`config.mk`:
```
export PLATFORM = sky130hd
export DESIGN_NAME = opa_config_loader
export DESIGN_NICKNAME = d
export VERILOG_FILES = /design/src/rtl/opa_cfg_pkg.sv /design/src/rtl/opa_phase_gen.sv /design/src/rtl/opa_config_loader.sv
export SDC_FILE = /design/constraint.sdc
export NUM_CORES = 1
export LEC_CHECK = 0
export ABC_AREA = 1
export ABC_CLOCK_PERIOD_IN_PS = 3800
export CORE_MARGIN = 8
export CORE_UTILIZATION = 55
export CTS_CLUSTER_DIAMETER = 150
export DETAILED_ROUTE_END_ITERATION = 8
export GPL_TIMING_DRIVEN = 0
export PLACE_DENSITY_LB_ADDON = 0.2
export SLEW_MARGIN = 20
export SYNTH_ARGS = -nofsm -noshare
export SYNTH_HDL_FRONTEND = slang
export SYNTH_SLANG_ARGS = --single-unit
```
`constraint.sdc`:
```
create_clock -name CLK -period 3.8 [get_ports CLK]
set_input_delay 0.57 -clock CLK [delete_from_list [all_inputs] [get_ports CLK]]
set_output_delay 0.57 -clock CLK [all_outputs]
set_load 0.005 [all_outputs]
```
`src/rtl/opa_cfg_pkg.sv`:
```
// Shared types and default sizing for the OPA configuration-chain loader.
package opa_cfg_pkg;

  localparam int unsigned WORD_W_DEF     = 32;
  localparam int unsigned NUM_WORDS_DEF  = 4;
  localparam int unsigned GAP_CYCLES_DEF = 1;

  typedef enum logic [2:0] {
    ST_IDLE,
    ST_WAIT_WORD,
    ST_PH_B,
    ST_GAP_B,
    ST_PH_A,
    ST_GAP_A,
    ST_FINISH
  } state_t;

  // Counter width for a count range of 'range' values, never narrower than 1 bit.
  function automatic int unsigned cnt_w(input int unsigned range);
    return (range > 1) ? $clog2(range) : 1;
  endfunction

endpackage

```
`src/rtl/opa_phase_gen.sv`:
```
// Two-phase latch-enable sequencer: PH_B -> GAP_B -> PH_A -> GAP_A, with a
// step_done_c strobe on the last GAP_A cycle. Word/bit sequencing lives in the top.
module opa_phase_gen
  import opa_cfg_pkg::*;
#(
  parameter int unsigned GAP_CYCLES = GAP_CYCLES_DEF
) (
  input  logic   CLK,
  input  logic   resetn,
  input  state_t state,
  input  state_t state_next,
  output state_t phase_next_c,
  output logic   step_done_c,
  output logic   ph_a,
  output logic   ph_b
);

  localparam int unsigned GAP_W = cnt_w(GAP_CYCLES);

  logic [GAP_W-1:0] gap_cnt;
  logic             in_gap_c;
  logic             gap_last_c;

  assign in_gap_c   = (state == ST_GAP_B) || (state == ST_GAP_A);
  assign gap_last_c = (gap_cnt == GAP_W'(GAP_CYCLES - 1));

  // Gap counter restarts at zero on every gap entry; enables follow the next state.
  always_ff @(posedge CLK) begin
    if (!resetn) begin
      gap_cnt <= '0;
      ph_a    <= 1'b0;
      ph_b    <= 1'b0;
    end else begin
      if (in_gap_c && !gap_last_c) gap_cnt <= gap_cnt + 1'b1;
      else                         gap_cnt <= '0;
      ph_a <= (state_next == ST_PH_A);
      ph_b <= (state_next == ST_PH_B);
    end
  end

  always_comb begin
    phase_next_c = state;
    step_done_c  = 1'b0;
    case (state)
      ST_PH_B:  phase_next_c = ST_GAP_B;
      ST_GAP_B: if (gap_last_c) phase_next_c = ST_PH_A;
      ST_PH_A:  phase_next_c = ST_GAP_A;
      ST_GAP_A: if (gap_last_c) step_done_c = 1'b1;
      default:  phase_next_c = state;
    endcase
  end

endmodule

```
`src/rtl/opa_config_loader.sv`:
```
// Serial loader for a two-phase OPA configuration latch chain, LSB first.
// Optional readback of the chain tail is enabled with macro OPA_CFG_READBACK_EN.
module opa_config_loader
  import opa_cfg_pkg::*;
#(
  parameter int unsigned WORD_W     = WORD_W_DEF,
  parameter int unsigned NUM_WORDS  = NUM_WORDS_DEF,
  parameter int unsigned GAP_CYCLES = GAP_CYCLES_DEF
) (
  input  logic              CLK,
  input  logic              resetn,
  input  logic              start,
  input  logic [WORD_W-1:0] cfg_data,
  input  logic              cfg_valid,
  output logic              cfg_ready,
  output logic              conf_din,
  output logic              conf_ph_a,
  output logic              conf_ph_b,
  output logic              mode,
  output logic              busy,
  output logic              done
`ifdef OPA_CFG_READBACK_EN
  ,
  input  logic              conf_dout,
  output logic [WORD_W-1:0] rb_data,
  output logic              rb_valid
`endif
);

  localparam int unsigned BIT_W  = cnt_w(WORD_W);
  localparam int unsigned WORD_CW = cnt_w(NUM_WORDS);

  state_t state, state_next, phase_next_c;
  logic   step_done_c;
  logic   accept_c, last_bit_c, last_word_c, advance_c;

  logic [WORD_W-1:0]  shreg;
  logic [BIT_W-1:0]   bit_cnt;
  logic [WORD_CW-1:0] word_cnt;

  assign accept_c    = cfg_valid && cfg_ready;
  assign last_bit_c  = (bit_cnt == BIT_W'(WORD_W - 1));
  assign last_word_c = (word_cnt == WORD_CW'(NUM_WORDS - 1));
  assign advance_c   = (state == ST_GAP_A) && step_done_c;

  opa_phase_gen #(
    .GAP_CYCLES(GAP_CYCLES)
  ) u_phase_gen (
    .CLK         (CLK),
    .resetn      (resetn),
    .state       (state),
    .state_next  (state_next),
    .phase_next_c(phase_next_c),
    .step_done_c (step_done_c),
    .ph_a        (conf_ph_a),
    .ph_b        (conf_ph_b)
  );

  always_ff @(posedge CLK) begin
    if (!resetn) state <= ST_IDLE;
    else         state <= state_next;
  end

  always_comb begin
    state_next = state;
    case (state)
      ST_IDLE:      if (start) state_next = ST_WAIT_WORD;
      ST_WAIT_WORD: if (accept_c) state_next = ST_PH_B;
      ST_PH_B,
      ST_GAP_B,
      ST_PH_A:      state_next = phase_next_c;
      ST_GAP_A: begin
        if (step_done_c) begin
          if (!last_bit_c)       state_next = ST_PH_B;
          else if (!last_word_c) state_next = ST_WAIT_WORD;
          else                   state_next = ST_FINISH;
        end
      end
      ST_FINISH:    state_next = ST_IDLE;
      default:      state_next = ST_IDLE;
    endcase
  end

  // shreg holds the bits still to be presented; conf_din changes only on PH_B entry.
  always_ff @(posedge CLK) begin
    if (!resetn) begin
      shreg     <= '0;
      bit_cnt   <= '0;
      word_cnt  <= '0;
      conf_din  <= 1'b0;
      cfg_ready <= 1'b0;
      mode      <= 1'b0;
      busy      <= 1'b0;
      done      <= 1'b0;
    end else begin
      cfg_ready <= (state_next == ST_WAIT_WORD);
      busy      <= (state_next != ST_IDLE);
      done      <= (state_next == ST_FINISH);
      mode      <= (state_next != ST_IDLE) && (state_next != ST_FINISH);
      if ((state == ST_IDLE) && start) begin
        word_cnt <= '0;
        bit_cnt  <= '0;
      end
      if ((state == ST_WAIT_WORD) && accept_c) begin
        shreg    <= cfg_data >> 1;
        conf_din <= cfg_data[0];
        bit_cnt  <= '0;
      end
      if (advance_c) begin
        if (!last_bit_c) begin
          bit_cnt  <= bit_cnt + 1'b1;
          shreg    <= shreg >> 1;
          conf_din <= shreg[0];
        end else if (!last_word_c) begin
          word_cnt <= word_cnt + 1'b1;
        end
      end
    end
  end

`ifdef OPA_CFG_READBACK_EN
  logic [WORD_W-1:0] rb_sh;
  logic [WORD_W-1:0] rb_shift_c;

  assign rb_shift_c = (rb_sh >> 1) | (WORD_W'(conf_dout) << (WORD_W - 1));

  // Chain tail is sampled once per bit step, on the last GAP_A cycle.
  always_ff @(posedge CLK) begin
    if (!resetn) begin
      rb_sh    <= '0;
      rb_data  <= '0;
      rb_valid <= 1'b0;
    end else begin
      rb_valid <= 1'b0;
      if (advance_c) begin
        rb_sh <= rb_shift_c;
        if (last_bit_c) begin
          rb_data  <= rb_shift_c;
          rb_valid <= 1'b1;
        end
      end
    end
  end
`endif

endmodule

```
==> impl_metrics.json <==
{
  "status": "complete, no violations",
  "ant_nets": 0,
  "clock_power_share_pct": 31.6,
  "rsz0062_at_grt": "no",
  "synth_cell_type_count": 26,
  "start_util_pct": 56.1,
  "cts.sinks": 50,
  "wirelength_mm": 4.81,
  "fmax_mhz": 520,
  "critPathKind": "register to register",
  "synth.yosys.seq_area_share_pct": 45.6,
  "wl_per_cell_um": 12.6,
  "place.port_buffers": 41,
  "io_pins": 43,
  "ctsResizeCount": 0,
  "vias_per_cell": 5.31,
  "finClkSkew_ns": 0.00694,
  "cp_max_fo": 5,
  "multi_input_area_mm2": 0.00100,
  "postCtsSetupRepairBufs": 0,
  "drtIter0Drc": 168,
  "cts_buffers": 5,
  "max-cap-violations": 0,
  "insertion_delay_ns": 0.30,
  "setup_ws_ns": 1.88,
  "die_w_um": 79.2,
  "maxSlewViolCount": 0,
  "hold_buffers": 0,
  "setup_viol": 0,
  "num-fill-cells": 359,
  "design.core.area_mm2": 0.00391,
  "grt_pass1_vias": 1901,
  "final_hold_viol_count": 0,
  "r2r_start": "bit_cnt[0]$_SDFF_PN0_",
  "ctsRootBufferMaster": "clkbuf_8",
  "p_leak_nw": 1.04,
  "swShare_pct": 23.3,
  "critical_path_arrival_ns": 2.13,
  "yosys-top-cells-area": "dfxtp_1 46%, nand2_1 15%, a31oi_1 9.4%, o21ai_1 7.1%, buf_6 4.1%",
  "crit_path_start": "bit_cnt[0]$_SDFF_PN0_",
  "fin_crit_ns": 1.92,
  "total_power_mw": 0.968,
  "finalCritPeriodShare_pct": 50.7,
  "hold_start": "shreg[31]$_SDFF_PN0_",
  "cts_buffer_depth": 2,
  "placed_area_mm2": 0.00267,
  "finalWeightedCongestion": 0.865,
  "pre_cts_slack_ns": 1.88,
  "synth_top_cell_area_share_pct": 45.6,
  "critical_path_required_ns": 4.01,
  "cts_htree_levels": 2,
  "gr-usage-all-layers_pct": 15.7,
  "hold_path.class": "register to register",
  "n_antenna_cell": 0,
  "grt_max_degree": 14,
  "avgSynthCellArea_um2": 7.70,
  "antenna_found_initial": 0,
  "first_pass_iters": 4,
  "synth_area_leader_cell": "dfxtp_1",
  "nets": 372,
  "die_y_um": 79.2,
  "syn_to_final_growth_pct": 25.3,
  "dr_total_vias": 2030,
  "grt.overflow.total": 0,
  "finish.instance_area_mm2": 0.00275,
  "cp-end-kind": "register",
  "grt_pass1_wl_mm": 8.15,
  "drive_gt1_share_pct": 9.34,
  "seqPwrFrac_pct": 56.5,
  "fin_setup_tns_ns": 0,
  "hold_ws_ns": 0.452,
  "p_comb_share_pct": 11.9,
  "cts_tree": "done",
  "row_count": 23,
  "synth-seq-cells": 50,
  "ff_latch_area_mm2": 0.00100,
  "max-vdd-ir-drop_mv": 0.251,
  "switching_power_mw": 0.225,
  "dp_hpwl_mm": 3.43,
  "synth_warnings": 0,
  "syn_area_mm2": 0.00219,
  "synthesis.nets": 324,
  "syn_inst": 285,
  "worst_setup_path_start_kind": "register",
  "drc": 0,
  "p_int_mw": 0.743,
  "dieArea_mm2": 0.00627,
  "clk_pin_slew_ns": 0.08,
  "p_per_area_mw_per_mm2": 352
}
==> cells by family after synthesis <==
logic type | count (synthesis) | share of synthesized area [%]
AOI/OAI and AO/OA | 80 | 20.6
xor gates and xnor gates | 1 | 0.399
adders and majority gates | 3 | 1.71
buffers and inverters | 30 | 8.78
DFF | 50 | 45.6
other | 1 | 0.171
and+or+nand+nor | 120 | 22.7
==> placed cells by master, fill, tap and decap left out <==
| cell type | synthesis | layout |
|---|---|---|
| a211oi_1 | 1 | 1 |
| a21oi_1 | 7 | 7 |
| a21oi_2 | 1 | 1 |
| a31oi_1 | 33 | 33 |
| buf_2 | 1 | 1 |
| buf_4 | 5 | 5 |
| buf_6 | 8 | 8 |
| clkbuf_1 | 4 | 4 |
| clkbuf_8 | 0 | 6 |
| clkdlybuf4s50_1 | 0 | 41 |
| conb_1 | 1 | 1 |
| dfxtp_1 | 50 | 50 |
| ha_1 | 3 | 3 |
| inv_1 | 10 | 10 |
| inv_2 | 2 | 2 |
| nand2_1 | 87 | 87 |
| nand2_2 | 2 | 2 |
| nand2_4 | 1 | 1 |
| nand3_1 | 8 | 8 |
| nand4_1 | 1 | 1 |
| nor2_1 | 14 | 14 |
| nor2_2 | 3 | 3 |
| nor3_1 | 3 | 3 |
| nor3_4 | 1 | 1 |
| o21ai_0 | 6 | 6 |
| o21ai_1 | 31 | 31 |
| o21ai_2 | 1 | 1 |
| xor2_1 | 1 | 1 |
==> stage by stage <==
| step | instances | utilization, % |
|---|---|---|
| 2_1_floorplan | 285 | - |
| 3_3_place_gp | 376 | 68.2 |
| 3_5_place_dp | 376 | 68.2 |
| 4_1_cts | 382 | 70.3 |
| 5_1_grt | 382 | 70.3 |
| 6_report | 382 | 70.3 |
==> power groups by stage <==
stage,Clock [mW],Combinational [mW],Sequential [mW]
after floorplan,0,0.0559,0.559
after global placement,0,0.113,0.559
after detailed placement,0,0.114,0.560
after CTS,0.309,0.115,0.547
after global routing,0.331,0.127,0.549
final,0.306,0.115,0.547
==> area by class of cell <==
type	count	share of cell area, %
Timing Repair Buffer	41	14.9
Clock buffer	6	3.00
Buffer	18	5.37
Tap cell	50	2.27
Multi-Input combinational cell	205	36.4
Inverter	12	1.64
Sequential cell	50	36.4
==> path summary, 6_finish.rpt <==
check	slack, ns	cells after the start	end
worst min-delay path	0.45	2	shreg[31]$_SDFF_PN0_
worst max register to register	1.88	11	mode$_SDFF_PN0_
worst max-delay path	1.88	11	mode$_SDFF_PN0_
worst min register to register	0.45	2	shreg[31]$_SDFF_PN0_
==> flip-flops by register name (all words and copies together), names as in the netlist <==
name                 flops
shreg                   32
cfg_ready                1
u_phase_gen.gap_cnt      1
bit_cnt                  5
mode                     1
done                     1
state                    3
word_cnt                 2
u_phase_gen.ph_b         1
u_phase_gen.ph_a         1
conf_din                 1
busy                     1
==> worst max-delay path: stages (launching register included) <==
cell     delay, ns
dfxtp_1       0.39
ha_1          0.18
nand2_1       0.07
nor2_1        0.09
ha_1          0.19
inv_1         0.08
nor2_1        0.27
nor2_1        0.11
nor2_2        0.21
nand3_1       0.11
nand2_1       0.09
nor2_1        0.05
==> cells in the mapped netlist <==
master / n
buf_6: 8
xor2_1: 1
o21ai_0: 6
a21oi_1: 7
nand2_4: 1
ha_1: 3
nand2_1: 87
a211oi_1: 1
inv_1: 10
buf_2: 1
nor3_4: 1
inv_2: 2
buf_4: 5
o21ai_1: 31
clkbuf_1: 4
nor2_2: 3
nand2_2: 2
nor2_1: 14
dfxtp_1: 50
nand3_1: 8
o21ai_2: 1
nand4_1: 1
nor3_1: 3
a21oi_2: 1
conb_1: 1
a31oi_1: 33
==> routing by layer <==
| layer | wire length (µm) | GRT usage (%) |
|---|---|---|
| met1 | 2200 | 18.9 |
| met2 | 2300 | 25.8 |
| met3 | 224 | 3.84 |
| met4 | 90 | 6.67 |
| met5 | 0 | 0 |
Power figures use the tool's default switching activity.
